<file path="config.mk">
export PLATFORM = sky130hd
export DESIGN_NAME = mpsoc_msi_wb_slave_slice
export DESIGN_NICKNAME = d
export VERILOG_FILES = /design/src/rtl/mpsoc_msi_wb_slave_slice.sv
export SDC_FILE = /design/constraint.sdc
export NUM_CORES = 1
export LEC_CHECK = 0
export ABC_AREA = 1
export CAP_MARGIN = 0
export CORE_ASPECT_RATIO = 0.7
export CORE_MARGIN = 2
export CORE_UTILIZATION = 35
export CTS_BUF_LIST = sky130_fd_sc_hd__clkbuf_8 sky130_fd_sc_hd__clkbuf_16
export CTS_CLUSTER_DIAMETER = 150
export CTS_CLUSTER_SIZE = 40
export DETAILED_ROUTE_END_ITERATION = 10
export GPL_ROUTABILITY_DRIVEN = 0
export GPL_TIMING_DRIVEN = 1
export PLACE_DENSITY = 0.83
export SYNTH_ARGS = -nofsm -noshare
export SYNTH_HDL_FRONTEND = slang
export SYNTH_SLANG_ARGS = --single-unit
</file>
<file path="constraint.sdc">
create_clock -name wb_clk_i -period 1 [get_ports wb_clk_i]
set_input_delay 0.1 -clock wb_clk_i [delete_from_list [all_inputs] [get_ports wb_clk_i]]
set_output_delay 0.1 -clock wb_clk_i [all_outputs]
set_load 0.02 [all_outputs]
</file>
<file path="src/rtl/mpsoc_msi_wb_slave_slice.sv">
// -----------------------------------------------------------------------------
// mpsoc_msi_wb_slave_slice
//
// Registered Wishbone request/response slice. It sits between the arbiter's
// shared slave port and the downstream slave (or the address decoder). It
// breaks the combinational loop arbiter mux -> slave -> ack -> arbiter.
//
// Every access is issued downstream as an isolated classic single cycle,
// including each beat of a master burst. The master's cti/bte are accepted
// but have no effect. wbs_cti_o and wbs_bte_o are always classic (0).
//
// Build option:
//   MPSOC_MSI_WB_SLICE_TIMEOUT_EN
//     When defined, an access that gets no slave response within TIMEOUT
//     cycles of REQ is terminated with a bus error and a timeout_o pulse.
//     When undefined, REQ waits indefinitely and timeout_o is tied low.
//
// Parameters:
//   DW       data width
//   AW       address width
//   TIMEOUT  REQ cycles before a forced error (timeout build only), 1..65535
//
// Ports:
//   wb_clk_i, wb_rst_i          clock, synchronous active-high reset
//   wbm_* inputs                request from the arbiter (adr/dat/sel/we/cyc/stb/cti/bte)
//   wbm_dat_o/ack_o/err_o/rty_o registered response to the arbiter
//   wbs_* outputs               registered request to the slave (cti/bte constant 0)
//   wbs_dat_i/ack_i/err_i/rty_i response from the slave
//   timeout_o                   one-cycle pulse together with a timeout error
// -----------------------------------------------------------------------------
module mpsoc_msi_wb_slave_slice #(
  parameter int DW      = 32,
  parameter int AW      = 32,
  parameter int TIMEOUT = 255
) (
  input  logic          wb_clk_i,
  input  logic          wb_rst_i,

  input  logic [AW-1:0] wbm_adr_i,
  input  logic [DW-1:0] wbm_dat_i,
  input  logic [3:0]    wbm_sel_i,
  input  logic          wbm_we_i,
  input  logic          wbm_cyc_i,
  input  logic          wbm_stb_i,
  input  logic [2:0]    wbm_cti_i,
  input  logic [1:0]    wbm_bte_i,
  output logic [DW-1:0] wbm_dat_o,
  output logic          wbm_ack_o,
  output logic          wbm_err_o,
  output logic          wbm_rty_o,

  output logic [AW-1:0] wbs_adr_o,
  output logic [DW-1:0] wbs_dat_o,
  output logic [3:0]    wbs_sel_o,
  output logic          wbs_we_o,
  output logic          wbs_cyc_o,
  output logic          wbs_stb_o,
  output logic [2:0]    wbs_cti_o,
  output logic [1:0]    wbs_bte_o,
  input  logic [DW-1:0] wbs_dat_i,
  input  logic          wbs_ack_i,
  input  logic          wbs_err_i,
  input  logic          wbs_rty_i,

  output logic          timeout_o
);

  typedef enum logic [1:0] {
    ST_IDLE = 2'd0,
    ST_REQ  = 2'd1,
    ST_RESP = 2'd2
  } state_t;

  state_t        state_q;

  logic [AW-1:0] adr_q;
  logic [DW-1:0] wdat_q;
  logic [3:0]    sel_q;
  logic          we_q;
  logic          cyc_q;
  logic          stb_q;

  logic [DW-1:0] rdat_q;
  logic          ack_q;
  logic          err_q;
  logic          rty_q;

  // Any slave termination this cycle.
  logic          slv_resp_d;
  // Response flags decoded with priority err > rty > ack.
  logic          err_d;
  logic          rty_d;
  logic          ack_d;

  assign slv_resp_d = wbs_ack_i | wbs_err_i | wbs_rty_i;
  assign err_d      = wbs_err_i;
  assign rty_d      = ~wbs_err_i & wbs_rty_i;
  assign ack_d      = ~wbs_err_i & ~wbs_rty_i & wbs_ack_i;

  // Burst qualifiers are accepted but deliberately ignored: each beat becomes
  // its own classic access downstream.
  logic unused_burst_info;
  assign unused_burst_info = ^{wbm_cti_i, wbm_bte_i};

`ifdef MPSOC_MSI_WB_SLICE_TIMEOUT_EN
  // Counter value on the last REQ cycle before the access is given up.
  localparam logic [15:0] TOUT_LAST = 16'(TIMEOUT - 1);

  logic [15:0] cnt_q;
  // Set for the first RESP cycle of a timed-out access: the downstream cycle
  // is already dropped, and the error flag follows one cycle later.
  logic        tpend_q;
  logic        tout_q;
`else
  localparam int unused_timeout_param = TIMEOUT;
`endif

  always_ff @(posedge wb_clk_i) begin
    if (wb_rst_i) begin
      state_q <= ST_IDLE;
      adr_q   <= '0;
      wdat_q  <= '0;
      sel_q   <= '0;
      we_q    <= 1'b0;
      cyc_q   <= 1'b0;
      stb_q   <= 1'b0;
      rdat_q  <= '0;
      ack_q   <= 1'b0;
      err_q   <= 1'b0;
      rty_q   <= 1'b0;
`ifdef MPSOC_MSI_WB_SLICE_TIMEOUT_EN
      cnt_q   <= '0;
      tpend_q <= 1'b0;
      tout_q  <= 1'b0;
`endif
    end else begin
      // Master flags are single-cycle pulses; only RESP raises them.
      ack_q  <= 1'b0;
      err_q  <= 1'b0;
      rty_q  <= 1'b0;
`ifdef MPSOC_MSI_WB_SLICE_TIMEOUT_EN
      tout_q <= 1'b0;
`endif
      case (state_q)
        ST_IDLE: begin
          if (wbm_cyc_i && wbm_stb_i) begin
            adr_q   <= wbm_adr_i;
            wdat_q  <= wbm_dat_i;
            sel_q   <= wbm_sel_i;
            we_q    <= wbm_we_i;
            cyc_q   <= 1'b1;
            stb_q   <= 1'b1;
            state_q <= ST_REQ;
`ifdef MPSOC_MSI_WB_SLICE_TIMEOUT_EN
            cnt_q   <= '0;
`endif
          end
        end

        ST_REQ: begin
          if (slv_resp_d) begin
            cyc_q <= 1'b0;
            stb_q <= 1'b0;
            if (wbm_cyc_i) begin
              rdat_q  <= wbs_dat_i;
              err_q   <= err_d;
              rty_q   <= rty_d;
              ack_q   <= ack_d;
              state_q <= ST_RESP;
            end else begin
              // Response collided with a master abort: swallow it.
              state_q <= ST_IDLE;
            end
          end else if (!wbm_cyc_i) begin
            cyc_q   <= 1'b0;
            stb_q   <= 1'b0;
            state_q <= ST_IDLE;
          end
`ifdef MPSOC_MSI_WB_SLICE_TIMEOUT_EN
          else if (cnt_q == TOUT_LAST) begin
            cyc_q   <= 1'b0;
            stb_q   <= 1'b0;
            tpend_q <= 1'b1;
            state_q <= ST_RESP;
          end else begin
            cnt_q <= cnt_q + 16'd1;
          end
`endif
        end

        ST_RESP: begin
`ifdef MPSOC_MSI_WB_SLICE_TIMEOUT_EN
          if (tpend_q) begin
            // Stay one more cycle so err and timeout_o appear together.
            tpend_q <= 1'b0;
            err_q   <= 1'b1;
            tout_q  <= 1'b1;
          end else begin
            state_q <= ST_IDLE;
          end
`else
          state_q <= ST_IDLE;
`endif
        end

        default: begin
          cyc_q   <= 1'b0;
          stb_q   <= 1'b0;
          state_q <= ST_IDLE;
        end
      endcase
    end
  end

  assign wbm_dat_o = rdat_q;
  assign wbm_ack_o = ack_q;
  assign wbm_err_o = err_q;
  assign wbm_rty_o = rty_q;

  assign wbs_adr_o = adr_q;
  assign wbs_dat_o = wdat_q;
  assign wbs_sel_o = sel_q;
  assign wbs_we_o  = we_q;
  assign wbs_cyc_o = cyc_q;
  assign wbs_stb_o = stb_q;
  assign wbs_cti_o = 3'b000;
  assign wbs_bte_o = 2'b00;

`ifdef MPSOC_MSI_WB_SLICE_TIMEOUT_EN
  assign timeout_o = tout_q;
`else
  assign timeout_o = 1'b0;
`endif

endmodule

</file>
==> impl_results.md <==
- Congestion Overflow GR: 0
- CTS sink count: about 110
- Final Hold Fails: 0
- Initial Util: 0.356
- Initial antenna violation count: 0
- Die outline width: ~130 um
- Core area: 11,600 sq um
- Final non-filler cell total: 930
- Vias in the first global route: slightly below 4,000
- Yosys reg bits: 107
- # diodes: 0
- Startpoint types: register
- Largest cells by area after synthesis: dfxtp_1 (52%), nor2_1 (16%), o21ai_0 (8.4%)
- Via/cell ratio: ~4.5
- Post-route setup slack: -0.204 ns
- Synth top area share: 0.519
- Routed Antenna Nets: 0
- CP Class: reg -> reg
- Vias: about 4,200
- Final period utilization: 1.20
- Port Buf Inserts: between 200 and 250
- Seq/Total Area, Yosys: 0.519
- Worst Hold Slack: roughly 0.35 ns
- Hold Buf Count CTS: 0
- DR pass1 iterations: 4
- Unique masters post-synth: 16
- P_sw: around 2.7 mW
- CTS buffer count: 9
- Top cells by count, synth: nor2_1 (180), dfxtp_1 (107), o21ai_0 (69)
- H-tree depth: 3
- I/O Pins: around 230
- Clock skew: 0.00791 ns
- Ys flop type: dfxtp_1
- CP required: between 1 and 1.5 ns
- VDD IR max: between 0.8 and 0.9 mV
- Synthesis Warnings: 0
- Worst-path fanout max: 6
- Cells after Synth: roughly 550
- DP Wirelength: roughly 8.5 mm
- Synth-to-Final Area Change: 67.2%
- Placement Rows: 33
- Post-Syn Area: about 4100 sq um
- GRT Overall Usage: 0.189
- Logic pwr share: 0.197
- Sw Share: 0.261
- Die Y: around 95 um
- Clock group share of total power: 0.361
- Worst setup EP type: register
- Violated checks: negative setup slack
- Setup Viol. Count Final: about 110
- Pin count of the biggest net entering global routing: 49
- Placed cell count: around 900
- Clk buf depth: 2
- Synthesized area per cell: 7.49 sq um
- Fin area: a little under 7000 sq um
- Hold WC Path Type: in -> reg
- CTS tree: done
- DRT iter0 DRCs: 90
- Pins Over Slew Limit: 0
- Full die area: about 13,000 sq um
- Fin crit period: 1.20 ns
- Layout net count: 882
- Setup TNS: -14.79 ns
- CP arrival: between 1 and 1.5 ns
- Status: finished, violations left
- Post-route DRC violation count: 0
- WL/cell: roughly 14 um
- Static leakage: ~3.2 nW
- Routed Wire Length: about 13 mm
- Int Pwr: roughly 7.7 mW
- Post-synth ARST share: 0
- Pwr dens: roughly 1500 nW/um^2
- Post-synth EDFFs: 0
- Clock-pin slew on the worst setup and hold paths: approximately 0.07 ns
- Yosys top cell by area: dfxtp_1
- Root Buffer: clkbuf_16
- Flop pwr share: 0.442
- Clock latency on the worst-skew pair: 0.33 ns
- Share of layout cells above drive strength 1: 0.298
- Fmax: just over 800 MHz
- Top-count cell post-synth: nor2_1
- Area after DPL: between 6000 and 7000 sq um
- MaxCap Viol Count: 0
- FF-to-FF setup slack: -0.20 ns
- Finished Core Util: 0.595
- RSZ-0062 raised after global routing: true
- First-pass GRT wire length: ~19 mm
-- layer usage --
layer	share of wire	vias up	wire length, um	global-route usage
li1	-	2150	-	-
met1	0.44	1866	5810	0.232
met2	0.46	145	6040	0.319
met3	0.086	9	1120	0.0671
met4	0.010	0	132	0.0470
met5	0	-	0	0
-- registers in the layout, summed over array words and instances (netlist names) --
signal	cells
wbs_stb_o	1
wbm_ack_o	1
wbs_dat_o	32
wbm_dat_o	32
wbm_err_o	1
state_q	2
wbs_we_o	1
wbs_sel_o	4
wbs_adr_o	32
wbm_rty_o	1
-- path summary, 6_finish.rpt --
path | cells after the start | end | from
worst max-delay path | 7 | wbm_dat_o[30] | state_q[0]
worst min-delay path | 3 | wbm_ack_o | wbs_ack_i
worst max register to register | 7 | wbm_dat_o[30] | state_q[0]
worst min register to register | 2 | wbm_dat_o[20] | wbm_dat_o[20]
-- cell type report --
class                      count  area [sq um]
clock inverter                 5          78.8
sequential                   107          2150
inverter                      41           180
tap                          157           196
multi-input combinational    362          1800
fill                        1098          4700
timing repair buffer         248          2250
clock buffer                  10           239
-- kinds of logic after synthesis --
logic type / count (synthesis) / synth area share
simple gates: 255 / 0.243
buf+inv: 87 / 0.114
compound gates: 101 / 0.122
other cells: 1 / 0.000909
flops: 107 / 0.519
-- timing repair --
item | CTS | global route
gates cloned | 4 | 8
gates resized for setup | 445 | 114
setup endpoints to repair | 212 | 114
setup buffers | 3 | 1
pin swaps | 7 | 11
-- power by group through the flow --
| stage | clock network (mW) | logic (mW) | registers [mW] |
|---|---|---|---|
| floorplan | 0 | 0.670 | 5.01 |
| global route | 4.02 | 2.23 | 4.66 |
| detailed placement | 0 | 2.00 | 4.72 |
| global placement | 0 | 1.98 | 4.71 |
| CTS | 3.89 | 1.88 | 4.62 |
| finish | 3.78 | 2.06 | 4.63 |
-- worst max-delay path, stage by stage (launching register included) --
cell       delay [ns]
dfxtp_4          0.38
nand2_4          0.05
nor2_4           0.16
buf_6            0.17
clkbuf_16        0.15
nand3_2          0.07
nand2_1          0.07
nor2_1           0.04
-- cells in the final DEF, fill, tap and decap left out, drive strengths merged --
cell type,count
a21oi,32
clkinvlp,2
clkinv,1
nor2,181
conb,6
clkbuf,20
dfxtp,107
clkdlybuf4s50,107
nand3,34
inv,41
nand2,40
o21ai,69
bufinv,2
buf,131
-- metrics by stage --
step	setup WS, ns	power (mW)
global route	-0.264	10.9
CTS	-0.159	10.4
global placement	-0.438	6.69
floorplan	-0.0501	5.68
finish	-0.204	10.5
detailed placement	-0.510	6.72
Note: power is estimated with default switching activity, not from simulation.
